==> src/rtl/fft_ctl_pkg.sv <==
`default_nettype none
// ============================================================================
// Module   : fft_ctl_pkg
// Brief    : Shared types and constant helpers for the radix-4 SDF FFT
//            pipeline sequencer (state encoding, stage thresholds, widths).
// Revision : 1.0 - initial release
// ============================================================================
package fft_ctl_pkg;

    // Controller state encoding
    typedef enum logic [1:0] {
        IDLE  = 2'd0,
        FILL  = 2'd1,
        RUN   = 2'd2,
        FLUSH = 2'd3
    } ctl_state_t;

    // Number of advance cycles before stage s sees valid data.
    // Stage j holds 3/4 of its block size in the feedback delay line, and
    // every stage boundary adds pipe_lat register stages.
    function automatic int thresh(input int log4n, input int pipe_lat, input int s);
        int t;
        int n;
        t = 0;
        n = 1 << (2 * log4n);
        for (int j = 0; j < s; j++) begin
            t = t + 3 * ((n >> (2 * j)) / 4) + pipe_lat;
        end
        return t;
    endfunction

    // Fill counter width: enough to hold the output latency T_S itself
    function automatic int cnt_w(input int log4n, input int pipe_lat);
        return $clog2(thresh(log4n, pipe_lat, log4n) + 1);
    endfunction

endpackage : fft_ctl_pkg
`default_nettype wire

==> src/rtl/fft_ctl_thresh.sv <==
`default_nettype none
// ============================================================================
// Module   : fft_ctl_thresh
// Brief    : Comparator bank turning the saturating fill count into the
//            per-stage enables and the output-valid flag.
// Revision : 1.0 - initial release
// ============================================================================
module fft_ctl_thresh
    import fft_ctl_pkg::*;
#(
    parameter int LOG4_N   = 4,
    parameter int PIPE_LAT = 1,
    parameter int CW       = cnt_w(LOG4_N, PIPE_LAT)
) (
    input  logic [CW-1:0]     fill_cnt,
    input  logic              adv,
    output logic [LOG4_N-1:0] stage_en,
    output logic              out_valid
);

    localparam logic [CW-1:0] c_TS = CW'(thresh(LOG4_N, PIPE_LAT, LOG4_N));

    generate
        for (genvar s = 0; s < LOG4_N; s++) begin : g_stage
            if (s == 0) begin : g_first
                // The first stage has no upstream delay: it runs on every advance
                assign stage_en[s] = adv;
            end else begin : g_rest
                localparam logic [CW-1:0] c_T = CW'(thresh(LOG4_N, PIPE_LAT, s));
                // Stage s runs once its input delay line has been filled
                assign stage_en[s] = adv & (fill_cnt >= c_T);
            end
        end
    endgenerate

    // The last stage produces real results once the full latency has elapsed
    assign out_valid = adv & (fill_cnt >= c_TS);

endmodule : fft_ctl_thresh
`default_nettype wire

==> src/rtl/fft_pipe_ctl.sv <==
`default_nettype none
// ============================================================================
// Module   : fft_pipe_ctl
// Brief    : Sequencer for a radix-4 single-delay-feedback FFT pipeline of
//            N = 4^LOG4_N points. Counts accepted samples, enables stages as
//            their delay lines fill and tags output samples.
//            Optional zero-padding flush: define FFT_CTL_FLUSH_EN.
// Revision : 1.0 - initial release
// ============================================================================
module fft_pipe_ctl
    import fft_ctl_pkg::*;
#(
    parameter int LOG4_N   = 4,
    parameter int PIPE_LAT = 1
) (
    input  logic                  clk,
    input  logic                  rst,
    input  logic                  in_valid,
    output logic                  in_ready,
    output logic [LOG4_N-1:0]     stage_en,
    output logic [2*LOG4_N-1:0]   in_index,
    output logic                  out_valid,
    output logic                  out_sof,
    output logic [2*LOG4_N-1:0]   out_index,
    output logic                  busy
`ifdef FFT_CTL_FLUSH_EN
    ,
    input  logic                  flush,
    output logic                  in_zero
`endif
);

    localparam int c_IW = 2 * LOG4_N;
    localparam int c_N  = 1 << c_IW;
    localparam int c_TS = thresh(LOG4_N, PIPE_LAT, LOG4_N);
    localparam int c_CW = cnt_w(LOG4_N, PIPE_LAT);
    localparam logic [c_CW-1:0] c_TS_CNT = c_CW'(c_TS);

    ctl_state_t         r_state;
    logic [c_CW-1:0]    r_fill_cnt;
    logic [c_IW-1:0]    r_in_index;
    logic [c_IW-1:0]    r_out_index;
    logic               w_flushing;
    logic               w_adv;
    logic               w_out_valid;

`ifdef FFT_CTL_FLUSH_EN
    // Padding length covers the rest of the input frame plus the drain latency
    localparam int c_REM_W = $clog2(c_N + c_TS + 1);
    logic [c_REM_W-1:0] r_flush_rem;
    logic [c_IW-1:0]    w_in_next;
    logic [c_IW-1:0]    w_pad;

    // Flush length is taken from the index the frame will have after this cycle
    always_comb begin
        w_in_next = w_adv ? r_in_index + c_IW'(1) : r_in_index;
        w_pad     = -w_in_next;
    end

    assign w_flushing = (r_state == FLUSH);
    assign in_zero    = w_flushing;
`else
    assign w_flushing = 1'b0;
`endif

    // Source is held off during reset and while zeros are being padded in
    assign in_ready = ~rst & ~w_flushing;
    // A pipeline advance is a real accepted sample or a padding cycle
    assign w_adv    = ~rst & ((in_valid & in_ready) | w_flushing);

    fft_ctl_thresh #(
        .LOG4_N   (LOG4_N),
        .PIPE_LAT (PIPE_LAT),
        .CW       (c_CW)
    ) u_thresh (
        .fill_cnt  (r_fill_cnt),
        .adv       (w_adv),
        .stage_en  (stage_en),
        .out_valid (w_out_valid)
    );

    assign out_valid = w_out_valid;
    assign out_sof   = w_out_valid & (r_out_index == '0);
    assign in_index  = r_in_index;
    assign out_index = r_out_index;
    assign busy      = (r_state != IDLE);

    // Counters and state machine; later assignments in FLUSH clear the counters
    always_ff @(posedge clk) begin
        if (rst) begin
            r_state     <= IDLE;
            r_fill_cnt  <= '0;
            r_in_index  <= '0;
            r_out_index <= '0;
`ifdef FFT_CTL_FLUSH_EN
            r_flush_rem <= '0;
`endif
        end else begin
            if (w_adv) begin
                if (r_fill_cnt != c_TS_CNT) begin
                    r_fill_cnt <= r_fill_cnt + c_CW'(1);
                end
                r_in_index <= r_in_index + c_IW'(1);
            end
            if (w_out_valid) begin
                r_out_index <= r_out_index + c_IW'(1);
            end
            case (r_state)
                IDLE: begin
                    if (w_adv) begin
                        r_state <= FILL;
                    end
                end
                FILL: begin
                    if (r_fill_cnt == c_TS_CNT) begin
                        r_state <= RUN;
                    end
`ifdef FFT_CTL_FLUSH_EN
                    if (flush) begin
                        r_state     <= FLUSH;
                        r_flush_rem <= c_REM_W'(w_pad) + c_REM_W'(c_TS);
                    end
`endif
                end
                RUN: begin
`ifdef FFT_CTL_FLUSH_EN
                    if (flush) begin
                        r_state     <= FLUSH;
                        r_flush_rem <= c_REM_W'(w_pad) + c_REM_W'(c_TS);
                    end
`endif
                end
`ifdef FFT_CTL_FLUSH_EN
                FLUSH: begin
                    r_flush_rem <= r_flush_rem - c_REM_W'(1);
                    if (r_flush_rem == c_REM_W'(1)) begin
                        r_state     <= IDLE;
                        r_fill_cnt  <= '0;
                        r_in_index  <= '0;
                        r_out_index <= '0;
                    end
                end
`endif
                default: begin
                    r_state <= IDLE;
                end
            endcase
        end
    end

endmodule : fft_pipe_ctl
`default_nettype wire

==> config.mk <==
export PLATFORM = sky130hd
export DESIGN_NAME = fft_pipe_ctl
export DESIGN_NICKNAME = d
export VERILOG_FILES = /design/src/rtl/fft_ctl_pkg.sv /design/src/rtl/fft_ctl_thresh.sv /design/src/rtl/fft_pipe_ctl.sv
export SDC_FILE = /design/constraint.sdc
export NUM_CORES = 1
export LEC_CHECK = 0
export CAP_MARGIN = 20
export CORE_ASPECT_RATIO = 1.4
export CORE_MARGIN = 2
export CORE_UTILIZATION = 40
export CTS_CLUSTER_DIAMETER = 200
export DETAILED_ROUTE_END_ITERATION = 7
export HOLD_SLACK_MARGIN = 0.15
export MAX_ROUTING_LAYER = met4
export PLACE_DENSITY = 0.71
export SYNTH_ARGS = -nofsm -noshare
export SYNTH_HDL_FRONTEND = slang
export SYNTH_SLANG_ARGS = --single-unit
==> constraint.sdc <==
create_clock -name clk -period 5.24 [get_ports clk]
set_input_delay 1.048 -clock clk [delete_from_list [all_inputs] [get_ports clk]]
set_output_delay 1.048 -clock clk [all_outputs]
set_load 0.05 [all_outputs]
==> impl_metrics.yaml <==
cts:
  cts_num_sinks: 27
  cts-root-buf: "clkbuf_8"
  clockBufferDepth: 2
  numCtsBuffers: 3
  cts.repair.resized: 0
  cts_tree: "yes"
  clkTransAtPathRegs_ns: 0.09
  clock_latency_ns: 0.26
  hold_buffers: 0
  post_cts_buffers: 0
  htree_levels: 1
global_routing:
  antenna_found_initial: 0
  grt_start_max_net_pins: 32
  grt_pass1_vias: 1138
  grt_use_total: 0.155
  grt_pass1_wl_um: 4740
  grt_overflow: 0
sta:
  min_period_ns: 4.23
  max_freq_mhz: 236
  holdWs_ns: 0.477
  timing.slew.headroom: 0.662
  maxSlewViolCount: 0
  rsz0062_at_grt: "false"
  tightest_slew_ns: 0.506
  fin_setup_tns_ns: 0
  setup_viol: 0
  worst_slack_ns: 1.01
  hold_viol_final: 0
  fin_skew_ns: 0.00342
  post-route-period-util: 0.808
power:
  fin_total_pwr_mw: 0.376
  cellLeakagePower_nw: 0.647
  power_density_nw_per_um2: 215
  ir_worst_vdd_v: 0.000114
synth:
  syn-cell-area_sq_um: 1440
  syn_area_per_cell_sq_um: 8.65
  synth.most_common_cell: "dfxtp_1"
  synthFlopType: "dfxtp_1"
  synth_cell_type_count: 45
  synthTopCellsByArea: "dfxtp_1 (38%), ha_1 (6.1%), nor2_1 (5.2%), xor2_1 (4.3%), a21oi_1 (3.5%)"
  yosysWarnings: 0
  synth_top_area_frac: 0.377
  async_flop_share: 0
  synth-edff-count: 0
  synthCells: 166
  ys_top_cells_by_count: "dfxtp_1 (27), nor2_1 (20), a21oi_1 (10), inv_1 (10), nand2_1 (9)"
  yosys.area.top_type: "dfxtp_1"
  seq_area_frac_synth: 0.377
  ys_ff_latch: 27
  syn-num-nets: 176
route:
  post_drt_wl_per_cell_um: 12.7
  via_count: 1236
  firstDrtPassIters: 4
  via_per_inst: 5.40
  routed_wl_um: 2900
  drc_errors: 0
  drt_iter0_drc: 25
  drtAntennaViolNets: 0
floorplanning:
  die_area_sq_um: 4090
  initial_core_util: 0.421
  chipWidth_um: 54.6
  die_h_um: 74.9
  rows: 25
  coreArea_sq_um: 3410
  io_pins: 27
critical_path:
  worstSetupPathType: "in -> out"
  critPathArrivalTime_ns: 3.18
  cp-start-kind: "primary input"
  critPathCaptureType: "output pin"
  critPathMaxFanout: 11
  cp.required_ns: 4.19
placed_design:
  place_congestion: 0.867
  placedInstanceArea_sq_um: 1700
  place_inst: 225
  hpwlAfterDp_um: 2160
  portBuffers: 26
  pre_cts_slack_ns: 1.02
finish:
  finish.instance_area_sq_um: 1750
  areaGrowthSynthToFinish_pct: 22.0
  fin_util: 0.513
  antennaDiodeCount: 0
  instances_no_fill: 229
  nNetsFinal: 200
  post_route_cells_drive_above_1_share: 0.0741
outcome:
  status: "finished, final reports clean"
flow_run:
  maxCapViolCount: 0
worst_hold_path:
  worstHoldPathType: "reg -> reg"
worst max-delay path: stages:
cell and delay (ns):
clkdlybuf4s50_1 0.45, buf_4 0.16, nand3b_1 0.09, a31o_1 0.33, inv_6 0.13, and3_2 0.17, clkdlybuf4s50_1 0.80
kinds of logic after synthesis:
family          after synthesis  synth area share
simple gates                 70             0.271
compound gates               28             0.131
flops                        27             0.377
buf+inv                      20            0.0715
xor+xnor                     11            0.0671
fa+ha+maj                     7            0.0610
mux                           3            0.0218
cell type report:
class | instances | area, sq um
fillers | 333 | 1660
multi-input cells | 119 | 792
flip-flops and latches | 27 | 541
repair buffers | 28 | 275
well taps | 40 | 50.0
inverters | 11 | 46.3
clock buffers | 3 | 41.3
clock inverters | 1 | 5.00
final timing paths:
kind,cells after the start,slack (ns),endpoint,start
min,1,0.48,r_state[0],r_state[1]
min reg2reg,1,0.48,r_state[0],r_state[1]
max,7,1.01,out_sof,in_valid
max reg2reg,5,3.24,out_index[7],r_fill_cnt[1]
state kept, by name, summed over array words and instances (netlist names):
name / cells
r_fill_cnt: 9
out_index: 8
in_index: 8
r_state: 2
layer usage:
layer	track usage	up-vias	wire length, um
met5	-	-	0
met4	0.0361	0	0
met3	0.0179	0	101
met2	0.271	24	1500
met1	0.185	585	1300
li1	-	627	-
power by group:
part / switching (mW) / leakage, nW / internal [mW] / total, mW
clock: 0.0611 / 0.0255 / 0.0531 / 0.114
combinational: 0.0288 / 0.403 / 0.0170 / 0.0458
sequential: 0.00642 / 0.219 / 0.209 / 0.216
placed cells by master (no fill, tap or decap), types with 5 or more instances in the layout:
master           count
dfxtp_1             27
clkdlybuf4s50_1     26
nor2_1              20
inv_1               10
a21oi_1             10
nand2_1              9
nand3_1              7
xor2_1               7
ha_1                 7
nand4_1              5
(Power assumes the default switching activity.)
